[src/rtl/pc_fetch_unit.sv]
// pc_fetch_unit: PC register and req/ack instruction-fetch sequencer with branch/jump redirect.
// Optional feature: define BRANCH_COUNT_EN to add the saturating branch_count port.
module pc_fetch_unit #(
   parameter int WIDTH = 32,
   parameter logic [WIDTH-1:0] RESET_PC = '0
`ifdef BRANCH_COUNT_EN
   , parameter int CNT_W = 16
`endif
) (
   input  logic             clk,
   input  logic             reset,
   input  logic             pcsrc,
   input  logic [15:0]      branch_offset,
   input  logic             jump,
   input  logic [25:0]      jump_addr,
   input  logic             stall,
   output logic             imem_req,
   output logic [WIDTH-1:0] imem_addr,
   input  logic             imem_ack,
   input  logic [31:0]      imem_rdata,
   output logic [31:0]      instr,
   output logic             instr_valid,
   output logic [WIDTH-1:0] instr_pc,
   output logic [WIDTH-1:0] pc_plus4
`ifdef BRANCH_COUNT_EN
   , output logic [CNT_W-1:0] branch_count
`endif
);
   typedef enum logic {IDLE, BUSY} state_t;
   state_t state, state_n;
   logic [WIDTH-1:0] pc, pend_tgt, target, branch_tgt, jump_tgt;
   logic pend, redirect, deliver, settle;
   assign imem_req  = state == BUSY;
   assign imem_addr = pc;
   // next state, redirect target and delivery decision
   always_comb begin
      redirect   = pcsrc | jump;
      branch_tgt = pc_plus4 + ({{(WIDTH-16){branch_offset[15]}}, branch_offset} << 2);
      jump_tgt   = (pc_plus4 & ({WIDTH{1'b1}} << 28)) | WIDTH'({jump_addr, 2'b00});
      target     = jump ? jump_tgt : branch_tgt;
      settle     = state == IDLE || imem_ack;
      deliver    = state == BUSY && imem_ack && !redirect && !pend;
      state_n    = settle ? (stall ? IDLE : BUSY) : BUSY;
   end
   // fetch state register; reset drops the request immediately
   always_ff @(posedge clk or posedge reset) begin
      if (reset) state <= IDLE;
      else       state <= state_n;
   end
   // pc, pending redirect and delivered-instruction registers
   always_ff @(posedge clk or posedge reset) begin
      if (reset) begin
         pc          <= RESET_PC;
         pend        <= 1'b0;
         pend_tgt    <= '0;
         instr       <= '0;
         instr_valid <= 1'b0;
         instr_pc    <= RESET_PC;
         pc_plus4    <= RESET_PC + WIDTH'(4);
      end else begin
         instr_valid <= deliver;
         pend_tgt    <= redirect ? target : pend_tgt;
         if (state == BUSY) pend <= imem_ack ? 1'b0 : pend | redirect;
         if (deliver) begin
            instr    <= imem_rdata;
            instr_pc <= pc;
            pc_plus4 <= pc + WIDTH'(4);
            pc       <= pc + WIDTH'(4);
         end else if (settle) begin
            pc <= redirect ? target : pend ? pend_tgt : pc;
         end
      end
   end
`ifdef BRANCH_COUNT_EN
   // saturating count of cycles with an accepted redirect
   always_ff @(posedge clk or posedge reset) begin
      if (reset)                        branch_count <= '0;
      else if (redirect && ~&branch_count) branch_count <= branch_count + 1'b1;
   end
`endif
endmodule

[config.mk]
export PLATFORM = sky130hd
export DESIGN_NAME = pc_fetch_unit
export DESIGN_NICKNAME = d
export VERILOG_FILES = /design/src/rtl/pc_fetch_unit.sv
export SDC_FILE = /design/constraint.sdc
export NUM_CORES = 1
export LEC_CHECK = 0
export CORE_MARGIN = 2
export CORE_UTILIZATION = 54
export CTS_CLUSTER_DIAMETER = 120
export DETAILED_ROUTE_END_ITERATION = 8
export PLACE_DENSITY = 0.95
export SLEW_MARGIN = 30
export SYNTH_ARGS = -nofsm -noshare
export SYNTH_HDL_FRONTEND = slang
export SYNTH_SLANG_ARGS = --single-unit
export TNS_END_PERCENT = 10
[constraint.sdc]
create_clock -name clk -period 9.5 [get_ports clk]
set_input_delay 1.9 -clock clk [delete_from_list [all_inputs] [get_ports clk]]
set_output_delay 1.9 -clock clk [all_outputs]
set_load 0.02 [all_outputs]
==> results of run 1 <==
[worst max-delay path by stage]
stage,slack (ps),depth (start not counted),endpoint
global route,3740,12,imem_addr[6]
global placement,3690,11,imem_addr[7]
finish,3940,12,imem_addr[6]
floorplan,3250,1,imem_addr[0]
detailed placement,3480,11,imem_addr[18]
CTS,3830,12,imem_addr[6]
[cells by family (layout without fill, tap and decap cells)]
group	after synthesis	in the layout
buf+inv	73	265
compound gates	244	244
simple gates	441	441
mux	17	17
fa+ha+maj	31	31
flops	161	161
xor+xnor	48	48
[state kept, by name, summed over array words and instances (netlist names)]
name         cells
pend_tgt        32
pend             1
instr_valid      1
imem_req         1
instr_pc        30
instr           32
imem_addr       32
pc_plus4        32
[metal layers]
layer  global-route usage (%)  part of all wire (%)
met5                        0                     0
met4                     11.4                   3.8
met3                     9.72                    11
met2                     51.1                    45
met1                     43.1                    40
[cell usage in the layout, fill, tap and decap left out, drive strengths merged, types with 4 or more instances in the layout]
cell type	instances
or3	4
a2bb2oi	5
a31oi	15
a21o	9
a221oi	4
dfrtp	160
and3	8
clkdlybuf4s50	208
nor3	10
nand4	10
ha	30
xnor2	24
buf	8
nor2b	5
xor2	24
clkinv	4
o21ai	63
nand3	30
a221o	4
o221ai	5
o21a	12
mux2i	16
o21bai	5
a21oi	67
inv	19
and4	4
a211oi	8
clkbuf	20
o22ai	11
nor2	69
o211ai	6
nand2	289
o22a	6
[final cells by class]
| class | count | area, µm² | area share (%) |
|---|---|---|---|
| well taps | 216 | 270 | 2.33 |
| multi-input cells | 781 | 4490 | 38.7 |
| repair buffers | 216 | 2140 | 18.5 |
| inverters | 17 | 71.3 | 0.614 |
| flip-flops and latches | 161 | 4030 | 34.7 |
| clock inverters | 12 | 158 | 1.36 |
| clock buffers | 20 | 447 | 3.85 |
[where the power goes]
part           internal, mW  switching [mW]
clock network         0.422           0.281
logic                 0.635           0.820
registers             0.884           0.221
total                  1.94            1.32
[through the flow]
| stage | hold WS, ps | setup slack, ps | power (mW) | instance area [µm²] |
|---|---|---|---|---|
| floorplan | 475 | 3250 | 1.90 | 8790 |
| CTS | 478 | 3830 | 3.24 | 11600 |
| finish | 476 | 3940 | 3.26 | 11600 |
| global placement | 457 | 3690 | 2.48 | 11000 |
| global route | 491 | 3740 | 3.43 | 11600 |
| detailed placement | 463 | 3480 | 2.52 | 11000 |
[worst max-delay path: stages]
cell	delay, ps
clkdlybuf4s50_1	420
buf_4	280
inv_2	490
nand2_1	430
nor2_1	360
nand3_4	490
inv_2	260
buf_6	600
nand2_1	100
a21oi_1	260
a21oi_1	90
o21a_1	150
[cells in the mapped netlist, types with 4 or more instances]
library cell	count
a211oi_1	7
a21o_1	9
a21oi_1	66
a221o_1	4
a2bb2oi_1	5
a31oi_1	15
and3_1	8
and4_1	4
buf_1	9
buf_2	11
clkbuf_1	33
dfrtp_1	160
ha_1	30
inv_1	16
mux2i_1	16
nand2_1	287
nand3_1	29
nand4_1	9
nor2_1	68
nor2b_1	5
nor3_1	10
o211ai_1	5
o21a_1	11
o21ai_0	58
o21ai_1	5
o21bai_1	5
o221ai_1	5
o22a_1	6
o22ai_1	11
or3_1	4
xnor2_1	24
xor2_1	24
==> metrics.csv, run 1 <==
stage,metric,value,unit
status,status,"finished, final reports clean",
yosys,Post-Synth Simple-Gate Area,21.4,%
clocking,Clock Latency Late Sink,420,ps
die,number of I/O pins,210,
place,GP Congestion,0.932,
clocking,setup bufs post-CTS,0,
global_routing,gr ovfl total,0,
timing,period utilization,58.5,%
power_and_ir_drop,VDD IR-drop max,0.151,mV
die,Die Area,0.0173,mm²
yosys,main combinational cell family by area after synthesis,simple AND/OR/NAND/NOR gates,
clocking,H-tree levels,4,
yosys,top cell type's share of synthesized area,45.5,%
detailed_routing,Residual DRC,0,
setup_path,CP Capture Type,register,
die,Site Rows,46,
yosys,syn nets,1126,
yosys,"Seq/Total Area, Yosys",45.8,%
setup_path,R2R cell count,10,
detailed_routing,Starting DRT DRC Count,900,
setup_path,r2r endpoint,pend_tgt[30],
clocking,CTS Hold Bufs,0,
yosys,yosys synthesis warning count,0,
timing,post-layout min period,5560,ps
clocking,Post-CTS Resized,0,
power_and_ir_drop,Leak Pwr,5.16,nW
setup_path,Worst Path Max Fanout,100,
layout,Layout fillers,1109,
yosys,Yosys reg bits,161,
yosys,synthesized area per cell,8.66,µm²
timing,Fin Setup TNS,0,ps
layout,fin nets,1305,
place,IO buf count,209,
global_routing,vias in the first global route,8432,
clocking,Worst-path clk slew,60,ps
timing,Slew HR,46.1,%
timing,Final setup viols,0,
layout,share of layout cells above drive strength 1,5.47,%
die,Die H,132,µm
yosys,largest cells by area after synthesis,"dfrtp_1 (46%), nand2_1 (12%), ha_1 (4.3%), a21oi_1 (3.8%), o21ai_0 (3.3%)",
timing,fin. max-slew vios,0,
yosys,Post-synth EDFFs,0,
clocking,CTS tree,built,
yosys,xor/xnor share of the synthesized area,4.78,%
timing,max frequency,180,MHz
min_path,Hold Startpoint,instr_pc[7],
detailed_routing,router iterations before antenna repair,6,
min_path,Hold WC Path Type,register to register,
layout,Diodes inserted,0,
timing,clk_skew,6.66,ps
yosys,top_reg_cell synth,dfrtp_1,
global_routing,largest net degree at the start of global routing,101,
run,max-cap viol count,0,
yosys,Post-Synth Adder-Cell Area,4.50,%
global_routing,Global Route Usage Sum,32.6,%
yosys,Synth Area in Compound Gates,18.2,%
min_path,hold endpoint,instr_pc[7],
setup_path,Critical Path Source,jump,
die,CORE AREA,0.0159,mm²
layout,Syn-to-layout area delta,32.0,%
timing,RSZ-0062 raised after global routing,false,
place,dpl cells,1391,
power_and_ir_drop,P per Cell Area,281,mW/mm²
clocking,CTS root buf,clkbuf_16,
layout,fin util,73.1,%
detailed_routing,Final ANT Viol Nets,0,
yosys,"Cell Area, Synth",0.00879,mm²
setup_path,Worst Setup Start Kind,input port,
min_path,hold depth,2,
yosys,library cells used by synthesis,72,
clocking,Num CTS Buffers,17,
setup_path,critical path class,input port to register,
yosys,Mapped Cells,1015,
die,Die Wd,132,µm
setup_path,register-to-register setup slack,6320,ps
setup_path,Worst EP arrival,5880,ps
global_routing,first-pass GRT wire length,45100,µm
layout,"non-filler cells, final",1423,
clocking,clk buf depth,2,
setup_path,CP Data Required Time,9820,ps
timing,final hold violations,0,
timing,Worst Tran Pin Value,805,ps
setup_path,launching point of the worst reg2reg path,pc_plus4[2],
yosys,fraction of registers with async set/reset,100,%
clocking,Sink Count,161,
detailed_routing,via count,8683,
yosys,mux contribution to synthesized area,1.95,%
place,DP Wirelength,19500,µm
detailed_routing,routed length per instance,19.8,µm
die,Initial Utilization,55.4,%
global_routing,initial antenna violation count,0,
detailed_routing,DR vias/cell,6.10,
detailed_routing,final wirelength,28100,µm
yosys,cell taking the most area after synthesis,dfrtp_1,
Power figures use the tool's default switching activity.
==> run 2: changes to the inputs <==
CORE_UTILIZATION = 51   (was 54)
PLACE_DENSITY = 0.91   (was 0.95)
clock period = 5.29 ns   (was 9.5 ns; I/O delays follow)
==> run 2 against run 1 <==
  * Via count fell by 2.4%
  * Combinational power rose by 77%
  * Sequential power rose by 77%
  * Global-route usage fell by 2.5 points
  * Register-to-register slack got worse by 4000 ps
  * Critical path type unchanged
  * Critical endpoint is now pend_tgt[30]
==> metrics.csv, run 2 (same netlist as run 1, synthesis figures left out) <==
stage,metric,value,unit,change
clocking,CTS root buf,clkbuf_16,,unchanged
detailed_routing,Residual DRC,0,,unchanged
place,GP Congestion,0.936,,was 0.932
global_routing,vias in the first global route,7950,,was 8432
global_routing,Global Route Usage Sum,30.1,%,was 32.6%
place,pre-CTS setup slack,1030,ps,was 3480 ps
layout,Layout fillers,1273,,was 1109
setup_path,Worst EP arrival,4240,ps,was 5880 ps
setup_path,CP Capture Type,register,,unchanged
timing,final hold violations,0,,unchanged
timing,Final WS setup,1400,ps,was 3940 ps
setup_path,cells along the critical path,"clkdlybuf4s50_1, ha_1, nand2_1, nor4_2, nand4_1, a2111oi_2, o21ai_1, xnor2_1, mux2i_1, a21oi_1",,"was clkdlybuf4s50_1, buf_4, inv_2, nand2_1, nor2_1, nand3_4, inv_2, buf_6, nand2_1, a21oi_1, a21oi_1, o21a_1"
timing,Slew HR,38.9,%,was 46.1%
timing,Worst Tran Pin Value,917,ps,was 805 ps
detailed_routing,via count,8476,,was 8683
timing,Final setup viols,0,,unchanged
die,Initial Utilization,51.6,%,was 55.4%
setup_path,CP Data Required Time,5640,ps,was 9820 ps
detailed_routing,routed length per instance,18.8,µm,was 19.8 µm
place,IO buf count,209,,unchanged
global_routing,largest net degree at the start of global routing,162,,was 101
global_routing,first-pass GRT wire length,42900,µm,was 45100 µm
timing,max frequency,257,MHz,
clocking,CTS Hold Bufs,0,,unchanged
power_and_ir_drop,VDD IR-drop max,0.272,mV,was 0.151 mV
layout,fin nets,1311,,was 1305
clocking,Num CTS Buffers,17,,unchanged
min_path,Hold WC Path Type,register to register,,unchanged
detailed_routing,router iterations before antenna repair,5,,was 6
layout,Storage cell area,0.00403,mm²,unchanged
run,max-cap viol count,0,,unchanged
setup_path,launching point of the worst reg2reg path,pc_plus4[2],,unchanged
die,number of I/O pins,210,,unchanged
layout,Syn-to-layout area delta,32.6,%,was 32.0%
setup_path,max incr delay on CP,810,ps,was 600 ps
setup_path,Top delay family on crit path,compound AO/OA/AOI/OAI gates,,was buffers and inverters
timing,post-layout min period,3890,ps,
timing,RSZ-0062 raised after global routing,false,,unchanged
setup_path,critical path class,input port to register,,unchanged
global_routing,gr ovfl total,0,,unchanged
layout,area of the multi-input gates,0.00448,mm²,was 0.00449 mm²
detailed_routing,Starting DRT DRC Count,932,,was 900
clocking,clk buf depth,2,,unchanged
detailed_routing,final wirelength,27000,µm,was 28100 µm
setup_path,crit path buf inv count,1,,was 5
layout,share of layout cells above drive strength 1,5.69,%,was 5.47%
die,Site Rows,48,,was 46
die,Die H,135,µm,was 132 µm
detailed_routing,Final ANT Viol Nets,0,,unchanged
clocking,CTS tree,built,,unchanged
detailed_routing,DR vias/cell,5.89,,was 6.10
die,Die Area,0.0183,mm²,was 0.0173 mm²
die,Die Wd,135,µm,was 132 µm
clocking,H-tree levels,4,,unchanged
power_and_ir_drop,Leak Pwr,5.19,nW,was 5.16 nW
setup_path,Worst Path Max Fanout,20,,was 100
status,status,"finished, final reports clean",,unchanged
timing,clk_skew,16.8,ps,was 6.66 ps
power_and_ir_drop,overall power,5.82,mW,was 3.26 mW
clocking,Worst-path clk slew,60,ps,about the same
timing,fin. max-slew vios,0,,unchanged
clocking,setup bufs post-CTS,0,,unchanged
setup_path,crit path max-delay cell type,clkdlybuf4s50_1,,was buf_6
setup_path,Worst Setup Start Kind,input port,,unchanged
global_routing,initial antenna violation count,0,,unchanged
layout,most frequent cells in the layout,"nand2_1 (287), clkdlybuf4s50_1 (208), dfrtp_1 (160)",,unchanged
place,DP Wirelength,19000,µm,was 19500 µm
timing,period utilization,73.5,%,
clocking,Clock Latency Late Sink,430,ps,was 420 ps
layout,Diodes inserted,0,,unchanged
die,CORE AREA,0.0171,mm²,was 0.0159 mm²
min_path,Hold Startpoint,instr_pc[15],,was instr_pc[7]
timing,Fin Setup TNS,0,ps,unchanged
clocking,Sink Count,161,,unchanged
clocking,Post-CTS Resized,0,,unchanged
power_and_ir_drop,P per Cell Area,499,mW/mm²,was 281 mW/mm²
setup_path,Critical Path Source,branch_offset[15],,was jump
layout,"most common cell after layout, fill and taps aside",nand2_1,,unchanged
==> run 2: power by group <==
part	leakage [nW]	internal, mW	switching [mW]
combinational	2.93	1.14	1.44
sequential	1.97	1.59	0.367
clock	0.297	0.780	0.496
total	5.19	3.51	2.31
==> run 2: worst paths after layout <==
check / endpoint / slack, ps / cells past startpoint
worst min-delay path: instr_pc[15] / 480 / 2
worst max-delay path: pend_tgt[30] / 1400 / 10
worst min register to register: instr_pc[15] / 480 / 2
min in group asynchronous: instr_pc[7] / 1160 / 3
worst max register to register: pend_tgt[30] / 2280 / 10
max in group asynchronous: pend_tgt[13] / 3400 / 3
==> run 2: worst reg2reg max path, cell delays in order, from the launching register on <==
cell       delay [ps]
dfstp_2           560
ha_1              200
fa_1              290
a211oi_2          130
o211ai_2          280
nand4_1           230
a2111oi_2         600
o21ai_1           170
xnor2_1           220
mux2i_1           100
a21oi_1           150
==> run 2: area by class of cell <==
| cell class | instances | share of cell area, % |
|---|---|---|
| clock inverters | 9 | 1.12 |
| clock buffers | 23 | 4.10 |
| well taps | 225 | 2.41 |
| multi-input cells | 781 | 38.4 |
| flip-flops and latches | 161 | 34.6 |
| repair buffers | 222 | 18.8 |
| inverters | 17 | 0.579 |
==> run 2: through the flow <==
step	util (%)	hold WS, ps	area (µm²)	instances
global route	68.4	493	11700	1438
detailed placement	64.8	461	11100	1406
global placement	64.8	457	11100	1406
finish	68.4	479	11700	1438
floorplan	-	475	8800	1015
CTS	68.4	481	11700	1438
==> run 2: per-layer routing <==
metal	wire length, µm	GRT usage (%)
met5	0	0
met4	721	9.72
met3	2980	8.60
met2	12300	46.2
met1	11000	41.3
==> run 3: changes to the inputs <==
clock period = 3.6 ns   (was 5.29 ns; I/O delays follow)
==> run 3 against run 2 <==
  * Flip-flop and latch count unchanged
  * Sequential power increased by 46%
  * Routed wire length decreased by 0.76%
  * Non-clock buffer count rose by 19
  * First-iteration DRC count is 5.6% higher
  * Clock-buffer cell count down 1
  * Sequential share of layout area shrank 0.42 points
  * Via count grew 0.60%
  * Worst hold slack worse by 5.9 ps
  * Critical path type unchanged
  * Highest routed layer unchanged
==> metrics.csv, run 3 (same netlist as run 1, synthesis figures left out) <==
stage,metric,value,unit,change
setup_path,Top delay family on crit path,compound AO/OA/AOI/OAI gates,,unchanged
global_routing,Global Route Usage Sum,29.8,%,was 30.1%
timing,post-layout min period,3190,ps,
layout,fin nets,1330,,was 1311
power_and_ir_drop,P per Cell Area,724,mW/mm²,was 499 mW/mm²
clocking,Worst-path clk slew,60,ps,about the same
setup_path,Worst EP arrival,3550,ps,was 4240 ps
setup_path,CP Capture Type,register,,unchanged
power_and_ir_drop,VDD IR-drop max,0.422,mV,was 0.272 mV
power_and_ir_drop,Leak Pwr,5.28,nW,was 5.19 nW
global_routing,gr ovfl total,0,,unchanged
timing,final hold violations,0,,unchanged
layout,"most common cell after layout, fill and taps aside",nand2_1,,unchanged
global_routing,met3 usage,8.31,%,was 8.60%
layout,most frequent cells in the layout,"nand2_1 (287), clkdlybuf4s50_1 (208), dfrtp_1 (160)",,unchanged
global_routing,met2 usage,45.7,%,was 46.2%
setup_path,Worst Path Max Fanout,4,,was 20
timing,Slew HR,50.1,%,was 38.9%
timing,period utilization,88.7,%,
layout,share of layout cells above drive strength 1,7.22,%,was 5.69%
die,Die H,135,µm,unchanged
place,IO buf count,209,,unchanged
clocking,CTS root buf,clkbuf_16,,unchanged
timing,Fin Setup TNS,0,ps,unchanged
power_and_ir_drop,overall power,8.54,mW,was 5.82 mW
die,Die Wd,135,µm,unchanged
clocking,Num CTS Buffers,17,,unchanged
place,DP Wirelength,19500,µm,was 19000 µm
die,number of I/O pins,210,,unchanged
global_routing,global routing's busiest layer,met2,,unchanged
clocking,clk buf depth,2,,unchanged
detailed_routing,Final ANT Viol Nets,0,,unchanged
detailed_routing,DR vias/cell,5.85,,was 5.89
timing,RSZ-0062 raised after global routing,false,,unchanged
global_routing,M1 GR Usage,40.8,%,was 41.3%
clocking,CTS tree,built,,unchanged
global_routing,first-pass GRT wire length,42400,µm,was 42900 µm
global_routing,initial antenna violation count,0,,unchanged
setup_path,cells along the critical path,"clkdlybuf4s50_1, ha_1, fa_1, a211oi_2, o211ai_2, a31oi_1, o21bai_1, a221oi_2, mux2_1, o211ai_1, o221a_1",,"was clkdlybuf4s50_1, ha_1, nand2_1, nor4_2, nand4_1, a2111oi_2, o21ai_1, xnor2_1, mux2i_1, a21oi_1"
detailed_routing,via count,8527,,was 8476
run,max-cap viol count,0,,unchanged
timing,Final setup viols,0,,unchanged
global_routing,largest net degree at the start of global routing,75,,was 162
setup_path,max incr delay on CP,430,ps,was 810 ps
layout,Diodes inserted,0,,unchanged
clocking,setup bufs post-CTS,0,,unchanged
setup_path,crit path max-delay cell type,fa_1,,was clkdlybuf4s50_1
layout,Syn-to-layout area delta,34.2,%,was 32.6%
detailed_routing,final wirelength,26800,µm,was 27000 µm
timing,Worst Tran Pin Value,748,ps,was 917 ps
detailed_routing,routed length per instance,18.4,µm,was 18.8 µm
timing,fin. max-slew vios,0,,unchanged
timing,max frequency,313,MHz,
detailed_routing,Starting DRT DRC Count,984,,was 932
clocking,H-tree levels,4,,unchanged
setup_path,Worst Setup Start Kind,input port,,unchanged
setup_path,register-to-register setup slack,670,ps,was 2280 ps
die,Initial Utilization,51.6,%,unchanged
detailed_routing,Residual DRC,0,,unchanged
status,status,"finished, final reports clean",,unchanged
timing,clk_skew,10.2,ps,was 16.8 ps
clocking,Clock Latency Late Sink,420,ps,was 430 ps
die,Site Rows,48,,unchanged
place,GP Congestion,0.914,,was 0.936
detailed_routing,router iterations before antenna repair,6,,was 5
min_path,Hold WC Path Type,register to register,,unchanged
global_routing,vias in the first global route,8136,,was 7950
setup_path,crit path buf inv count,1,,unchanged
clocking,CTS Hold Bufs,0,,unchanged
die,CORE AREA,0.0171,mm²,unchanged
die,Die Area,0.0183,mm²,unchanged
setup_path,critical path class,input port to register,,unchanged
clocking,Sink Count,161,,unchanged
setup_path,CP Data Required Time,3960,ps,was 5640 ps
clocking,Post-CTS Resized,0,,unchanged
-- run 3: worst paths after layout --
| kind | from | endpoint | cells past startpoint |
|---|---|---|---|
| min reg2reg | instr[7] | instr[7] | 2 |
| min in group asynchronous | reset | instr[12] | 2 |
| max reg2reg | pc_plus4[2] | pend_tgt[30] | 11 |
| max in group asynchronous | reset | pend_tgt[28] | 3 |
| min | instr[7] | instr[7] | 2 |
| max | branch_offset[0] | imem_addr[16] | 11 |
-- run 3: cell type report --
cell class / count / area [µm²]
flip-flops and latches: 161 / 4030
well taps: 225 / 282
clock buffers: 22 / 474
fillers: 1287 / 5250
repair buffers: 241 / 2360
clock inverters: 10 / 109
multi-input cells: 781 / 4480
inverters: 17 / 67.6
-- run 3: metrics by stage --
stage / utilization (%) / instance area, µm² / hold WS (ps) / setup WS [ps] / cells
6_report: 69.2 / 11800 / 473 / 406 / 1457
5_1_grt: 69.2 / 11800 / 496 / 267 / 1457
4_1_cts: 69.2 / 11800 / 476 / 429 / 1457
3_5_place_dp: 65.8 / 11200 / 462 / 17.2 / 1425
3_3_place_gp: 65.8 / 11200 / 456 / 56.9 / 1425
2_1_floorplan: - / 8800 / 475 / 604 / 1015
-- run 3: metal layers --
| metal | routed length, µm | vias up | share of wire (%) |
|---|---|---|---|
| met2 | 11900 | 517 | 45 |
| met3 | 3060 | 78 | 11 |
| met4 | 798 | 0 | 3.0 |
| met1 | 11000 | 3989 | 41 |
| met5 | 0 | - | 0 |
| li1 | - | 3943 | - |
-- run 3: worst register-to-register path, cell delays in order (launching register included) --
cell	delay, ps
dfstp_2	550
ha_1	190
fa_1	240
a211oi_2	110
o211ai_2	260
nand4_1	240
a2111oi_2	410
buf_4	180
o21ai_1	90
xnor2_1	260
mux2i_1	130
a21oi_1	190
-- run 3: power breakdown --
part / leakage, nW / internal, mW / total (mW) / switching, mW
clock network: 0.286 / 1.07 / 1.78 / 0.713
registers: 1.97 / 2.33 / 2.87 / 0.531
logic: 3.03 / 1.74 / 3.89 / 2.15
